<file path="config.mk">
export PLATFORM = sky130hd
export DESIGN_NAME = serial_frame_tx
export DESIGN_NICKNAME = d
export VERILOG_FILES = /design/src/rtl/serial_frame_tx.sv
export SDC_FILE = /design/constraint.sdc
export NUM_CORES = 1
export LEC_CHECK = 0
export CORE_MARGIN = 2
export CORE_UTILIZATION = 48
export DETAILED_ROUTE_END_ITERATION = 7
export PLACE_DENSITY = 0.79
export RECOVER_POWER = 50
export SYNTH_ARGS = -nofsm -noshare
export SYNTH_HDL_FRONTEND = slang
export SYNTH_SLANG_ARGS = --single-unit
</file>
<file path="constraint.sdc">
create_clock -name clock -period 2 [get_ports clock]
set_input_delay 0.3 -clock clock [delete_from_list [all_inputs] [get_ports clock]]
set_output_delay 0.3 -clock clock [all_outputs]
set_load 0.03 [all_outputs]
</file>
<file path="src/rtl/serial_frame_tx.sv">
// serial_frame_tx: framed LSB-first serial transmitter; define SERIAL_TX_PARITY_EN for an even-parity bit
module serial_frame_tx #(
    parameter int DATA_W = 8,
    parameter int DIV    = 4
) (
    input  logic              clock,
    input  logic              Reset,
    input  logic [DATA_W-1:0] D_in,
    input  logic              load,
    output logic              ready,
    output logic              serial_out,
    output logic              busy,
    output logic              done
);
    localparam int TW = DIV > 1 ? $clog2(DIV) : 1;
    localparam int IW = DATA_W > 1 ? $clog2(DATA_W) : 1;
`ifdef SERIAL_TX_PARITY_EN
    typedef enum logic [2:0] {IDLE, START, DATA, PARITY, STOP} state_t;
`else
    typedef enum logic [2:0] {IDLE, START, DATA, STOP} state_t;
`endif
    state_t            state, state_n;
    logic [TW-1:0]     timer, timer_n;
    logic [IW-1:0]     idx, idx_n;
    logic [DATA_W-1:0] shreg, shreg_n;
    logic              serial_n, done_n, tick, last;
`ifdef SERIAL_TX_PARITY_EN
    logic              par, par_n;
`endif

    assign tick  = timer == TW'(DIV - 1);
    assign last  = idx == IW'(DATA_W - 1);
    assign ready = state == IDLE;
    assign busy  = !ready;

    // Next-state logic; serial_out is computed from the next state so the line is a pure flop output
    always_comb begin
        state_n = state;
        timer_n = tick ? '0 : timer + TW'(1);
        idx_n   = idx;
        shreg_n = shreg;
        done_n  = 1'b0;
`ifdef SERIAL_TX_PARITY_EN
        par_n   = par;
`endif
        case (state)
            IDLE: begin
                timer_n = '0;
                if (load) begin
                    state_n = START;
                    shreg_n = D_in;
                    idx_n   = '0;
`ifdef SERIAL_TX_PARITY_EN
                    par_n   = ^D_in;
`endif
                end
            end
            START: state_n = tick ? DATA : START;
            DATA: begin
                if (tick) begin
                    shreg_n = shreg >> 1;
                    idx_n   = last ? '0 : idx + IW'(1);
`ifdef SERIAL_TX_PARITY_EN
                    state_n = last ? PARITY : DATA;
`else
                    state_n = last ? STOP : DATA;
`endif
                end
            end
`ifdef SERIAL_TX_PARITY_EN
            PARITY: state_n = tick ? STOP : PARITY;
`endif
            STOP: begin
                if (tick) begin
                    state_n = IDLE;
                    done_n  = 1'b1;
                end
            end
            default: state_n = IDLE;
        endcase
`ifdef SERIAL_TX_PARITY_EN
        serial_n = state_n == START ? 1'b0 : state_n == DATA ? shreg_n[0] : state_n == PARITY ? par_n : 1'b1;
`else
        serial_n = state_n == START ? 1'b0 : state_n == DATA ? shreg_n[0] : 1'b1;
`endif
    end

    // State register; reset aborts any frame in progress without a done pulse
    always_ff @(posedge clock) begin
        if (Reset) begin
            state      <= IDLE;
            timer      <= '0;
            idx        <= '0;
            shreg      <= '0;
            serial_out <= 1'b1;
            done       <= 1'b0;
`ifdef SERIAL_TX_PARITY_EN
            par        <= 1'b0;
`endif
        end else begin
            state      <= state_n;
            timer      <= timer_n;
            idx        <= idx_n;
            shreg      <= shreg_n;
            serial_out <= serial_n;
            done       <= done_n;
`ifdef SERIAL_TX_PARITY_EN
            par        <= par_n;
`endif
        end
    end
endmodule

</file>
# Yosys cells after proc, flatten, opt, wreduce, memory -nomap -nowiden
# Index checks and enable logic that the tools add are counted.
[word_totals]
reg_bits = 18
word_cells = 41
output_inout_bits = 4
input_bits = 11
[op_classes]
n_reduce_logical = 6
n_bitwise = 1
muxes = 16
eq_ne = 9
addsub = 2
[op_table]
columns = ["op", "count"]
rows = [
  ["$mux 3", 6],
  ["$mux 8", 2],
  ["$pmux 8 s2", 1],
  ["$pmux 3 s4", 1],
  ["$eq 3x2->1 const B", 3],
  ["$eq 3x1->1 const B", 2],
  ["$pmux 3 s2", 1],
  ["$mux 1", 4],
  ["$ne 2x2->1 const B", 2],
  ["$add 3x1->3 const B", 1],
  ["$eq 3x3->1 const B", 1],
  ["$logic_not 3->1", 1],
  ["$reduce_and 3->1", 1],
  ["$reduce_or 3->1", 1],
  ["$add 2x1->2 const B", 1],
  ["$eq 2x2->1 const B", 1],
  ["$mux 2", 1],
  ["$reduce_bool 2->1", 1],
  ["$reduce_or 2->1", 1],
  ["$logic_not 1->1", 1],
  ["$not 1->1", 1],
]

# Logic depth before layout (Yosys ltp)
# Gate-level depths: netlist of run 1.
[depth]
depth_word = 7
mapped_depth = 6
mapped_depth_nobuf = 5

# Worst setup path after synthesis of run 1
# No wires, ideal clock.
[synth_timing]
kind = "reg2out"
start = "reg state[1]"
end = "out busy"
n_path_buf = 1
path_slack_ps = -4
arrival_time_ps = 1704
t_required_ps = 1700
path_stages_with_launch = 4
cell_sequence = "dfxtp_1 > buf_2 > nor3_1 > inv_1"
[synth_between]
elab_chain_len = 2
[synth_lines]
columns = ["item", "line_no", "source"]
rows = [
  ["from (decl)", "22", "state_t state, state_n;"],
  ["from (signal assigned)", "101", "state <= state_n;"],
  ["$logic_not 3->1", "33", "assign ready = state == IDLE;"],
  ["named net ready", "10", "output logic ready,"],
  ["$logic_not 1->1", "34", "assign busy = !ready;"],
  ["to (decl)", "12", "output logic busy,"],
]
# The timed path passes the listed nets, and every way through them passes these cells.

# Worst setup path in the final report of run 1
[layout_timing]
start = "reg state[2]"
end = "out busy"
[layout_between]
elab_chain_len = 2
[layout_lines]
columns = ["item", "line_no"]
rows = [
  ["$logic_not 3->1", "33"],
  ["$logic_not 1->1", "34"],
]
# Every way passes these cells.

==> results of run 1 <==
-- how the worst max path moves through the flow --
| stage | from | endpoint | slack [ns] | depth (start not counted) |
|---|---|---|---|---|
| floorplan | state[1]$_SDFF_PP0_ | busy | 0.41 | 3 |
| detailed placement | load | shreg[5]$_SDFFE_PP0P_ | 0.13 | 5 |
| global placement | load | shreg[1]$_SDFFE_PP0P_ | 0.26 | 5 |
| global route | state[2]$_SDFF_PP0_ | busy | 0.007 | 3 |
| finish | state[2]$_SDFF_PP0_ | busy | 0.10 | 3 |
| CTS | state[2]$_SDFF_PP0_ | busy | 0.08 | 3 |
-- kinds of logic after synthesis --
logic type | share of synthesized area (%)
simple gates | 24.3
flops | 46.6
compound gates | 17.6
buf+inv | 3.40
fa+ha+maj | 6.47
xor+xnor | 1.13
other cells | 0.485
-- placed cells by master, fill, tap and decap left out, drive strengths merged, types with 3 or more instances in the layout --
master / instances
a21oi: 3
a222oi: 6
buf: 3
clkbuf: 4
clkdlybuf4s50: 12
dfxtp: 18
ha: 4
nand2: 4
nand4: 4
nor2: 11
nor2b: 4
nor3: 3
-- layout make-up --
type	count	area (um^2)
fillers	129	546
flip-flops and latches	18	360
repair buffers	18	165
multi-input cells	57	389
clock buffers	3	22.5
inverters	1	3.75
well taps	16	20.0
-- worst max-delay path: stages, from the launching register on --
cell	delay [ns]
dfxtp_1	0.33
nor3_2	0.32
inv_1	0.07
clkdlybuf4s50_1	0.60
-- layer usage --
metal | GRT usage [%] | vias up
li1 | - | 337
met1 | 24.5 | 332
met2 | 30.9 | 27
met4 | 9.09 | 0
met5 | 0 | -
met3 | 4.90 | 2
-- flip-flops by register name (all words and copies together), names as in the netlist --
signal	flops
serial_out	1
done	1
state	3
idx	3
timer	2
shreg	8
-- power by group through the flow --
stage	registers (W)	logic [W]	clock network, W
after floorplan	0.000391	0.0000470	0
after global placement	0.000387	0.0000892	0
after detailed placement	0.000387	0.0000908	0
after CTS	0.000379	0.0000909	0.000181
after global routing	0.000381	0.0000966	0.000198
final	0.000379	0.0000897	0.000175
-- stage by stage --
stage,std cells,worst slack [ns],util (%),total power (W),hold WS [ns]
after floorplan,81,0.414,-,0.000438,0.436
final,113,0.101,63.8,0.000644,0.471
after global placement,110,0.258,62.8,0.000476,0.455
after global routing,113,0.00725,63.8,0.000676,0.492
after CTS,113,0.0837,64.2,0.000651,0.468
after detailed placement,110,0.134,62.8,0.000478,0.454
-- timing repair --
| item | CTS | global route |
|---|---|---|
| resized for setup | 1 | 0 |
| hold endpoints to repair | 0 | 0 |
| hold buffers | 0 | 0 |
| buffers inserted | 0 | 0 |
| endpoints found under the setup margin | 1 | 0 |
==> results.toml, run 1 <==
[synth]
synth_seq_cells = 18
yosysTopAreaCellShare_pct = 46.6
ys_seq_area_share_pct = 46.6
synth_warnings = 0
synth.most_common_cell = "dfxtp_1"
synthTopCellsByCount = "18 x dfxtp_1, 10 x nor2_1, 6 x a222oi_1"
synth_cell_types = 29
avgSynthCellArea_um2 = 9.55
synth_fp_nets = 96
ys.flop_type = "dfxtp_1"
netlist_area_um2 = 773
syn_inst = 81
yosysTopAreaCell = "dfxtp_1"
synth_edf_count = 0
synthTopCellsByArea = "dfxtp_1 47%, a222oi_1 7.8%, ha_1 6.5%"
async_flop_share_pct = 0

[routing]
drt_first_pass_iters = 4
highest_layer = "met4"
drc = 0
wl_met3_um = 98
wl_met2_um = 820
postRouteAntennaNets = 0
drt-wirelength-per-cell_um = 14.8
drt_iter0_drc = 45
totalWireLength_mm = 1.67
vias = 698
via_per_inst = 6.18
wl_met1_um = 737

[sta]
final_hold_viol_count = 0
fin_crit_ns = 1.90
final_max_slew_viol_count = 0
rsz0062_at_grt = "no"
skew_ns = 0.00124
setup_viol = 0
fin_crit_sh_pct = 95.0
fin_tns_setup_ns = 0
fmax_ghz = 0.526

[clock_tree]
insertion_delay_ns = 0.28
cts_buffers = 3
clock_path_buffers = 2
clockRootBuffer = "clkbuf_4"
cts_tree = "done"
htree_levels = 1
cts_sinks = 18
path_clk_slew_ns = 0.10

[setup_path]
crit_type = "reg -> out"
r2r-end = "shreg[2]$_SDFFE_PP0P_"
critPathRequiredTime_ns = 1.70
critPathLaunchType = "flop"
reg2reg_setup_slack_ns = 0.28
critPathMaxFanout = 5
reg2reg_depth = 5
endpoint_kind = "primary output"
crit_arrival_ns = 1.60
reg2reg_from = "timer[0]$_SDFF_PP0_"

[worst_hold_path]
min_delay_path_depth = 2
min_to = "idx[2]$_SDFFE_PP0P_"
min_path_type = "reg -> reg"
hp-start = "idx[2]$_SDFFE_PP0P_"

[power]
clock_power_share_pct = 27.1
p_comb_share_pct = 13.9
powerDensity_nw_per_um2 = 670
leakage_nw = 0.384
swShare_pct = 24.4
vdd_drop_max_uv = 443
p_seq_share_pct = 58.9
switching_power_w = 0.000157
power.internal_w = 0.000487

[placed_design]
gp_congestion = 0.893
port_buffers = 14
placed_cell_area_um2 = 946
dp_hpwl_mm = 1.18

[final_layout]
area_delta_synth_final_pct = 24.3
drive_gt1_share_pct = 9.28
diodes = 0
final_cell_area_um2 = 961
num-nets-final = 114

[grt]
grt_max_degree = 12
grt_pass1_wl_mm = 2.75
grt_use_total_pct = 19.4
antenna_found_initial = 0
grt_pass1_vias = 609
grt_overflow = 0

[floorplan]
core-area_um2 = 1510
initial_utilization_pct = 51.3
die_w_um = 44.1
io_pins = 15
rows = 14
dieArea_um2 = 1950
dieHeight_um = 44.1

[run]
maxCapViolCount = 0

[run_status]
status = "finished clean"
No activity file was read; power rests on OpenSTA's default activity.
==> inputs of run 2 (changes only) <==
- CORE_UTILIZATION: 48 -> 33
- PLACE_DENSITY: 0.79 -> 0.59
==> run 2 against run 1 <==
  * Combinational power is 5.7% lower
  * Largest cell class unchanged
  * Count of clock-buffer cells in the layout is 1 higher
  * Critical path type unchanged
  * Global-route usage is 5.3 points lower
  * Largest power group unchanged
  * Register-to-register slack better by 0.14 ns
==> results.toml, run 2 (synthesized netlist as in run 1, its figures left out) <==
[placed_design]
gp_congestion = 0.749
dp_hpwl_mm = 1.19
placed_cells = 121
preCtsSetupSlack_ns = 0.217
port_buffers = 14

[floorplan]
core-area_um2 = 2210
dieHeight_um = 52.4
die_w_um = 52.4
initial_utilization_pct = 35.0
dieArea_um2 = 2750
rows = 17
io_pins = 15

[setup_path]
critPathRequiredTime_ns = 1.70
crit_type = "reg -> out"
reg2reg_setup_slack_ns = 0.42
critPathMaxFanout = 6
reg2reg_depth = 5
r2r-end = "shreg[5]$_SDFFE_PP0P_"
endpoint_kind = "primary output"
critPathLaunchType = "flop"
crit_arrival_ns = 1.51
reg2reg_from = "timer[0]$_SDFF_PP0_"

[clock_tree]
clockRootBuffer = "clkbuf_4"
cts_buffers = 3
cts_tree = "done"
post-cts-setup-buffers = 0
clock_path_buffers = 2
cts_sinks = 18
insertion_delay_ns = 0.29
cts_hold_buf = 0
path_clk_slew_ns = 0.10
htree_levels = 1

[final_layout]
final_cell_mix = "18 x dfxtp_1, 10 x nor2_1, 10 x clkdlybuf4s50_1"
multi_input_area_um2 = 387
drive_gt1_share_pct = 10.3
layoutNonFillerInstCount = 125
num-nets-final = 113
area_delta_synth_final_pct = 27.5
mostFrequentLayoutCell = "dfxtp_1"
top_register = "shreg"
regArea_um2 = 360
diodes = 0
largest_reg_flops = 8
fillers = 231
top_regs = "shreg (8), idx (3), state (3)"

[sta]
setup_viol = 0
rsz0062_at_grt = "no"
fmax_ghz = 0.554
final_max_slew_viol_count = 0
final_hold_viol_count = 0
fin_ws_ns = 0.195
fin_tns_setup_ns = 0
fin_crit_sh_pct = 90.3
fin_crit_ns = 1.81
skew_ns = 0.00439

[worst_hold_path]
min_delay_path_depth = 1
min_path_type = "reg -> reg"
min_to = "timer[0]$_SDFF_PP0_"
hp-start = "timer[0]$_SDFF_PP0_"

[routing]
wl_met3_um = 66
wl_met2_um = 713
drc = 0
via_per_inst = 5.39
drt-wirelength-per-cell_um = 12.5
postRouteAntennaNets = 0
highest_layer = "met4"
totalWireLength_mm = 1.56
wl_met1_um = 749
drt_first_pass_iters = 4
drt_iter0_drc = 38
vias = 674

[grt]
antenna_found_initial = 0
grt_max_degree = 14
grt_pass1_vias = 617
grt_pass1_wl_mm = 2.82
grt_overflow = 0
grt_use_total_pct = 14.0

[run]
maxCapViolCount = 0

[power]
leakage_nw = 0.400
powerDensity_nw_per_um2 = 701
vdd_drop_max_uv = 329

[run_status]
status = "finished clean"
## run 2: changes by cell type in the layout (fill, tap and decap cells not counted), sizes merged
cell	delta
dlygate4sd3	+1
clkdlybuf4s50	-2
dlymetal6s2s	+1
## run 2: layer usage
metal	track usage, %	vias up
met5	0	-
met4	7.69	0
met3	3.71	4
met2	20.2	14
met1	18.9	321
li1	-	335
## run 2: area by class of cell
class	instances	share of cell area [%]
Multi-Input combinational cell	57	39.2
Timing Repair Buffer	17	16.6
Sequential cell	18	36.5
Inverter	1	0.381
Tap cell	28	3.55
Clock buffer	4	3.68
## run 2: timing repair
item	in CTS	in global routing
gates cloned	0	0
endpoints found under the hold margin	0	0
pin swaps	0	0
gates resized for setup	1	1
setup endpoints to repair	1	1
## run 2: worst max path at each step
stage	from	to	cells past startpoint
after floorplan	state[1]$_SDFF_PP0_	busy	3
after global placement	load	shreg[1]$_SDFFE_PP0P_	5
after detailed placement	load	shreg[5]$_SDFFE_PP0P_	5
after CTS	state[2]$_SDFF_PP0_	busy	3
after global routing	state[2]$_SDFF_PP0_	ready	2
final	state[2]$_SDFF_PP0_	ready	2
## run 2: critical path, cell delays in order (launching register included)
cell and delay, ns:
dfxtp_1 0.40, nor3_1 0.37, dlygate4sd2_1 0.45
## run 2: through the flow
step                      power (W)  hold WS [ns]  instance area (um^2)  util [%]
after floorplan            0.000438         0.436                   778         -
after global placement     0.000477         0.447                   953      43.1
after detailed placement   0.000478         0.454                   953      43.1
after CTS                  0.000702         0.470                   988      44.7
after global routing       0.000728         0.493                   986      44.6
final                      0.000691         0.465                   986      44.6
## run 2: report_power, final
| part | leakage [nW] | switching [W] | internal (W) |
|---|---|---|---|
| clock | 0.0210 | 0.000113 | 0.000111 |
| combinational | 0.232 | 0.0000402 | 0.0000445 |
| sequential | 0.147 | 0.0000105 | 0.000372 |
| total | 0.400 | 0.000163 | 0.000527 |
==> inputs of run 3 (changes only) <==
- SLEW_MARGIN: unset -> 20
==> results of run 3 <==
The final DEF is identical to that of run 2; final timing and power are the same.
